--- src/rtl/uart_pkg.sv ---
// Shared types and constants for the UART transmit sequencer.
package uart_pkg;

  localparam int OVERSAMPLE_DEFAULT = 16;

  typedef enum logic [2:0] {
    IDLE,
    START,
    DATA,
    PARITY,
    STOP
  } tx_state_e;

  // Width of a counter that spans 0..oversample-1, never narrower than one bit.
  function automatic int tick_cnt_width(input int oversample);
    return (oversample > 1) ? $clog2(oversample) : 1;
  endfunction

endpackage

--- src/rtl/uart_tx_sequencer_if.sv ---
// Byte handshake between the sample formatter (master) and the transmit sequencer (slave).
interface uart_tx_sequencer_if #(
  parameter int DATA_BITS = 8
);

  logic [DATA_BITS-1:0] tx_data;
  logic                 tx_valid;
  logic                 tx_ready;

  modport master (output tx_data, output tx_valid, input tx_ready);
  modport slave  (input tx_data, input tx_valid, output tx_ready);

endinterface

--- src/rtl/uart_bit_timer.sv ---
// Counts oversampled baud ticks and pulses bit_done on the last tick of each bit period.
module uart_bit_timer
  import uart_pkg::*;
#(
  parameter int OVERSAMPLE = OVERSAMPLE_DEFAULT
) (
  input  logic clk_board,
  input  logic reset,
  input  logic tick_16x,
  input  logic run,
  output logic bit_done
);

  localparam int CNT_W = tick_cnt_width(OVERSAMPLE);

  logic [CNT_W-1:0] tick_cnt;
  logic             at_last;

  assign at_last  = (tick_cnt == CNT_W'(OVERSAMPLE - 1));
  assign bit_done = run && tick_16x && at_last;

  // Held at zero while idle so every frame starts from a full bit period.
  always_ff @(posedge clk_board or negedge reset) begin
    if (!reset) begin
      tick_cnt <= '0;
    end else if (!run) begin
      tick_cnt <= '0;
    end else if (tick_16x) begin
      tick_cnt <= at_last ? '0 : tick_cnt + CNT_W'(1);
    end
  end

endmodule

--- src/rtl/uart_tx_sequencer.sv ---
// UART frame sequencer: accepts bytes, gates the baud generator and serializes start/data/stop.
// Define UART_PARITY_EN to insert a parity bit between the data and stop bits.
module uart_tx_sequencer
  import uart_pkg::*;
#(
  parameter int DATA_BITS  = 8,
  parameter int OVERSAMPLE = OVERSAMPLE_DEFAULT,
  parameter int STOP_BITS  = 1,
  parameter int PARITY_ODD = 0
) (
  input  logic               clk_board,
  input  logic               reset,
  input  logic               tick_16x,
  output logic               gen_enable,
  output logic               txd,
  output logic               busy,
  uart_tx_sequencer_if.slave tx_bus
);

  localparam int BIT_CNT_W = $clog2(DATA_BITS + STOP_BITS + 1);
  localparam logic [BIT_CNT_W-1:0] LAST_DATA = BIT_CNT_W'(DATA_BITS - 1);
  localparam logic [BIT_CNT_W-1:0] LAST_STOP = BIT_CNT_W'(STOP_BITS - 1);

  tx_state_e              state_q, state_d;
  logic [DATA_BITS-1:0]   shift_q, shift_d;
  logic [BIT_CNT_W-1:0]   bit_cnt_q, bit_cnt_d;
  logic                   txd_q, txd_d;
  logic                   run;
  logic                   bit_done;
  logic                   accept;

  assign accept          = tx_bus.tx_valid && (state_q == IDLE);
  assign run             = (state_q != IDLE);
  assign tx_bus.tx_ready = (state_q == IDLE);
  assign busy            = run;
  assign gen_enable      = run;
  assign txd             = txd_q;

  uart_bit_timer #(
    .OVERSAMPLE (OVERSAMPLE)
  ) u_bit_timer (
    .clk_board (clk_board),
    .reset     (reset),
    .tick_16x  (tick_16x),
    .run       (run),
    .bit_done  (bit_done)
  );

`ifdef UART_PARITY_EN
  logic parity_q;

  always_ff @(posedge clk_board or negedge reset) begin
    if (!reset) begin
      parity_q <= 1'b0;
    end else if (accept) begin
      parity_q <= (^tx_bus.tx_data) ^ 1'(PARITY_ODD);
    end
  end
`else
  logic unused_parity_odd;
  assign unused_parity_odd = 1'(PARITY_ODD);
`endif

  // txd is computed from the next state so the line flop changes together with the state.
  always_comb begin
    state_d   = state_q;
    shift_d   = shift_q;
    bit_cnt_d = bit_cnt_q;
    txd_d     = 1'b1;

    case (state_q)
      IDLE: begin
        if (accept) begin
          state_d   = START;
          shift_d   = tx_bus.tx_data;
          bit_cnt_d = '0;
        end
      end
      START: begin
        if (bit_done) state_d = DATA;
      end
      DATA: begin
        if (bit_done) begin
          if (bit_cnt_q == LAST_DATA) begin
            bit_cnt_d = '0;
`ifdef UART_PARITY_EN
            state_d   = PARITY;
`else
            state_d   = STOP;
`endif
          end else begin
            bit_cnt_d = bit_cnt_q + BIT_CNT_W'(1);
            shift_d   = shift_q >> 1;
          end
        end
      end
`ifdef UART_PARITY_EN
      PARITY: begin
        if (bit_done) state_d = STOP;
      end
`endif
      STOP: begin
        if (bit_done) begin
          if (bit_cnt_q == LAST_STOP) begin
            state_d   = IDLE;
            bit_cnt_d = '0;
          end else begin
            bit_cnt_d = bit_cnt_q + BIT_CNT_W'(1);
          end
        end
      end
      default: state_d = IDLE;
    endcase

    case (state_d)
      START:   txd_d = 1'b0;
      DATA:    txd_d = shift_d[0];
`ifdef UART_PARITY_EN
      PARITY:  txd_d = parity_q;
`endif
      default: txd_d = 1'b1;
    endcase
  end

  always_ff @(posedge clk_board or negedge reset) begin
    if (!reset) begin
      state_q   <= IDLE;
      shift_q   <= '0;
      bit_cnt_q <= '0;
      txd_q     <= 1'b1;
    end else begin
      state_q   <= state_d;
      shift_q   <= shift_d;
      bit_cnt_q <= bit_cnt_d;
      txd_q     <= txd_d;
    end
  end

endmodule
--- src/flat_wrapper.sv ---
// flat-port wrapper written by rule: the top's interface ports become plain ports
module uart_tx_sequencer_flat import uart_pkg::*;
#(
  parameter int DATA_BITS  = 8,
  parameter int OVERSAMPLE = OVERSAMPLE_DEFAULT,
  parameter int STOP_BITS  = 1,
  parameter int PARITY_ODD = 0
)
  (clk_board, reset, tick_16x, gen_enable, txd, busy, tx_bus_tx_data, tx_bus_tx_valid, tx_bus_tx_ready);
  uart_tx_sequencer_if #(.DATA_BITS(DATA_BITS)) tx_bus_i ();
  input  logic clk_board;
  input  logic reset;
  input  logic tick_16x;
  output logic gen_enable;
  output logic txd;
  output logic busy;
  input wire logic [$bits(tx_bus_i.tx_data)-1:0] tx_bus_tx_data;
  input wire logic [$bits(tx_bus_i.tx_valid)-1:0] tx_bus_tx_valid;
  output wire logic [$bits(tx_bus_i.tx_ready)-1:0] tx_bus_tx_ready;
  assign tx_bus_i.tx_data = tx_bus_tx_data;
  assign tx_bus_i.tx_valid = tx_bus_tx_valid;
  assign tx_bus_tx_ready = tx_bus_i.tx_ready;
  uart_tx_sequencer #(.DATA_BITS(DATA_BITS), .OVERSAMPLE(OVERSAMPLE), .STOP_BITS(STOP_BITS), .PARITY_ODD(PARITY_ODD)) u_core (.clk_board(clk_board), .reset(reset), .tick_16x(tick_16x), .gen_enable(gen_enable), .txd(txd), .busy(busy), .tx_bus(tx_bus_i));
endmodule
--- config.mk ---
export PLATFORM = sky130hd
export DESIGN_NAME = uart_tx_sequencer_flat
export DESIGN_NICKNAME = d
export VERILOG_FILES = /design/src/rtl/uart_pkg.sv /design/src/rtl/uart_tx_sequencer_if.sv /design/src/rtl/uart_bit_timer.sv /design/src/rtl/uart_tx_sequencer.sv /design/src/flat_wrapper.sv
export SDC_FILE = /design/constraint.sdc
export NUM_CORES = 1
export LEC_CHECK = 0
export BUFFER_PORTS_ARGS = -buffer_cell sky130_fd_sc_hd__clkbuf_2
export CORE_MARGIN = 10
export CORE_UTILIZATION = 32
export CTS_BUF_LIST = sky130_fd_sc_hd__clkbuf_16
export DETAILED_ROUTE_END_ITERATION = 7
export GPL_TIMING_DRIVEN = 0
export MAX_ROUTING_LAYER = met4
export PLACE_DENSITY = 0.6
export SLEW_MARGIN = 20
export SYNTH_ARGS = -nofsm -noshare
export SYNTH_HDL_FRONTEND = slang
export SYNTH_SLANG_ARGS = --single-unit
--- constraint.sdc ---
create_clock -name clk_board -period 1.9 [get_ports clk_board]
set_clock_uncertainty 0.1 [all_clocks]
set_input_delay 0.19 -clock clk_board [delete_from_list [all_inputs] [get_ports clk_board]]
set_output_delay 0.19 -clock clk_board [all_outputs]
set_load 0.05 [all_outputs]
==> impl_metrics.csv <==
group,metric,value,unit
global_routing,first_global_vias,925,
route,drt-initial-drc-count,39,
synthesis,ys_ff_latch,20,
power,peakVddDrop,533.2,uV
sta,holdWs,0.04992,ns
floorplan,core.rowCount,21,
synthesis,synth_top_area_frac,0.4130,
synthesis,synth_top_area_cell,"dfrtp_1",
route,detail-route-antenna-nets,0,
synthesis,async_reset_ff_frac,1.000,
synthesis,syn-cell-area,1151,um^2
floorplan,core_region_area,3416,um^2
worst_setup_path,required,1.61,ns
synthesis,synth_edf_count,0,
synthesis,ys_seq_area_frac,0.4359,
global_routing,use_met2,0.1260,
floorplan,initial_core_util,0.3370,
sta,max_slew_margin,0.6444,
final_layout,multi_input_area,590.6,um^2
global_routing,grt_pass1_wl,4071,um
sta,final-setup-viol-count,0,
place,io_buffers,14,
synthesis,yosysMostFrequentCell,"dfrtp_1",
worst_setup_path,reg2reg_to,"u_core.txd",
final_layout,fin_cells,180,
worst_setup_path,worst-path-max-fanout,10,
floorplan,die_w,79.98,um
final_layout,syn_to_final_growth,23.37,%
power,p_leak,0.6412,nW
route,routed_wirelength,2325,um
sta,min_period_over_period,0.9522,
place,dp_hpwl,1704,um
min_path,hp-start,"tx_bus_tx_data[7]",
route,drt_pass1_iterations,4,
min_path,whs_path_depth,3,
worst_setup_path,reg2reg_depth,5,
global_routing,grtUsageMet3,0.02027,
synthesis,ys.flop_type,"dfrtp_1",
cts,cts_root_buf,"clkbuf_16",
synthesis,synthTopCellsByArea,"dfrtp_1 (41%), nand2_1 (5.5%), a22oi_1 (3.9%)",
floorplan,fp.dieH,79.98,um
run_status,status,"completed",
place,dp_cells,174,
global_routing,grt_use_total,0.07908,
cts,clock_path_buffers,2,
worst_setup_path,r2r_slack,0.13,ns
run,drv_cap,0,
global_routing,grt_start_max_net_pins,21,
sta,finalMaxSlewViolations,0,
synthesis,syn_avg_cell_area,10.10,um^2
cts,clock_sinks,20,
worst_setup_path,critPathLaunchType,"register",
sta,post-route-min-period,1.809,ns
worst_setup_path,worstSetupPathType,"register to output pin",
global_routing,grt_busiest_layer,"met2",
cts,cts_tree,"built",
final_layout,regArea,501.7,um^2
final_layout,drive_above_1_share,0.2910,
route,num_vias,873,
global_routing,antenna_found_initial,0,
floorplan,ioPinCount,16,
synthesis,syn-num-nets,129,
route,drc,0,
worst_setup_path,r2r_start,"u_core.bit_cnt_q[0]",
power,powerDensity,1096,nW/um^2
synthesis,synth_common_cells,"dfrtp_1 (19), nand2_1 (17), inv_1 (7), nor2_1 (7), a22oi_1 (6)",
place,gp_congestion,0.7837,
route,via_per_inst,4.850,
synthesis,ys_warn_count,0,
global_routing,gr-total-overflow,0,
cts,clock_latency,0.25,ns
route,wire_per_inst,12.92,um
sta,hold_viol,0,
sta,rsz0062_at_grt,"no",
sta,tns,0,ns
sta,worst_slew_pin_slew,0.5334,ns
min_path,min_path_type,"primary input to register",
final_layout,diodes,0,
synthesis,yosysUniqueCellTypes,43,
cts,numCtsBuffers,3,
cts,htree_levels,1,
final_layout,n_fill_cell,350,
min_path,min_to,"u_core.shift_q[7]",
worst_setup_path,worstSetupEndpointType,"output pin",
synthesis,synthCells,114,
cts,clk_pin_slew_worst_paths,0.06,ns
final_layout,nNetsFinal,150,
worst_setup_path,arrival,1.52,ns
floorplan,die-area,6396,um^2
final_layout,final_core_util,0.4158,
global_routing,met1_usage,0.09648,
sta,fmax,0.5527,GHz
## area by class of cell
cell class,instances,area share
timing repair buffer,16,0.06167
clock inverter,1,0.02115
tap,46,0.04053
clock buffer,3,0.05286
sequential,20,0.3533
inverter,7,0.01850
buffer,6,0.03612
multi-input combinational,81,0.4159
## cell families after synthesis
kind of cell,count (synthesis),share of synthesized area
AO/OA/AOI/OAI,24,0.1587
XOR/XNOR,2,0.01522
adder cells (fa/ha/maj),3,0.03261
buffers and inverters,13,0.06740
flip-flops,20,0.4359
multiplexers,4,0.03478
AND/OR/NAND/NOR,48,0.2554
## metrics by stage
step | cell area, um^2 | total power (W) | setup slack [ns]
final | 1420 | 0.001556 | 0.09080
after global routing | 1420 | 0.001665 | 0.01098
after CTS | 1405 | 0.001574 | 0.03162
after detailed placement | 1290 | 0.0009866 | 0.05353
after global placement | 1290 | 0.0009608 | 0.09023
after floorplan | 1162 | 0.0008897 | -0.1635
## critical path, cell delays in order, from the launching register on
cell and delay, ns:
dfrtp_1 0.44, buf_6 0.17, nor3_4 0.24, inv_1 0.08, buf_4 0.13, buf_2 0.20
## worst max-delay path by stage
stage / startpoint / to / slack, ns / cells after the start
after floorplan: u_core.state_q[0] / gen_enable / -0.16 / 4
final: u_core.state_q[0] / gen_enable / 0.09 / 5
after global routing: u_core.state_q[0] / gen_enable / 0.01 / 5
after CTS: u_core.u_bit_timer.tick_cnt[0] / u_core.bit_cnt_q[2] / 0.03 / 5
after global placement: u_core.u_bit_timer.tick_cnt[0] / u_core.bit_cnt_q[2] / 0.09 / 5
after detailed placement: u_core.u_bit_timer.tick_cnt[0] / u_core.bit_cnt_q[2] / 0.05 / 5
## metal layers
metal  routed length, um  vias up
li1                    -      445
met1                1119      418
met2                1132        8
met3                  64        2
met4                   8        0
met5                   0        -
## power by group
part	total (W)	internal (W)	switching, W
Combinational	0.000355	0.000161	0.000194
Clock	0.000575	0.000418	0.000157
Sequential	0.000627	0.000521	0.000105
## placed cells by master (no fill, tap or decap), types with 3 or more instances in the layout
cell | Yosys | routed
a21oi_1 | 4 | 4
mux2i_1 | 4 | 4
nor3b_1 | 3 | 3
dfrtp_1 | 19 | 19
nand2_1 | 17 | 17
clkbuf_16 | 0 | 3
ha_1 | 3 | 3
nor2_1 | 7 | 7
buf_6 | 3 | 3
inv_1 | 7 | 7
buf_2 | 2 | 3
clkbuf_2 | 0 | 13
a22oi_1 | 6 | 6
## sequential cells by signal (all words and copies together), names as in the netlist
register / count
u_core.bit_cnt_q: 4
u_core.shift_q: 8
u_core.state_q: 3
u_core.txd: 1
u_core.u_bit_timer.tick_cnt: 4
## repair_timing
item,CTS,global route
resized for setup,0,2
hold endpoints to repair,19,0
setup endpoints to repair,0,2
hold buffers,1,0
buffers inserted,0,1
Power figures use the tool's default switching activity.
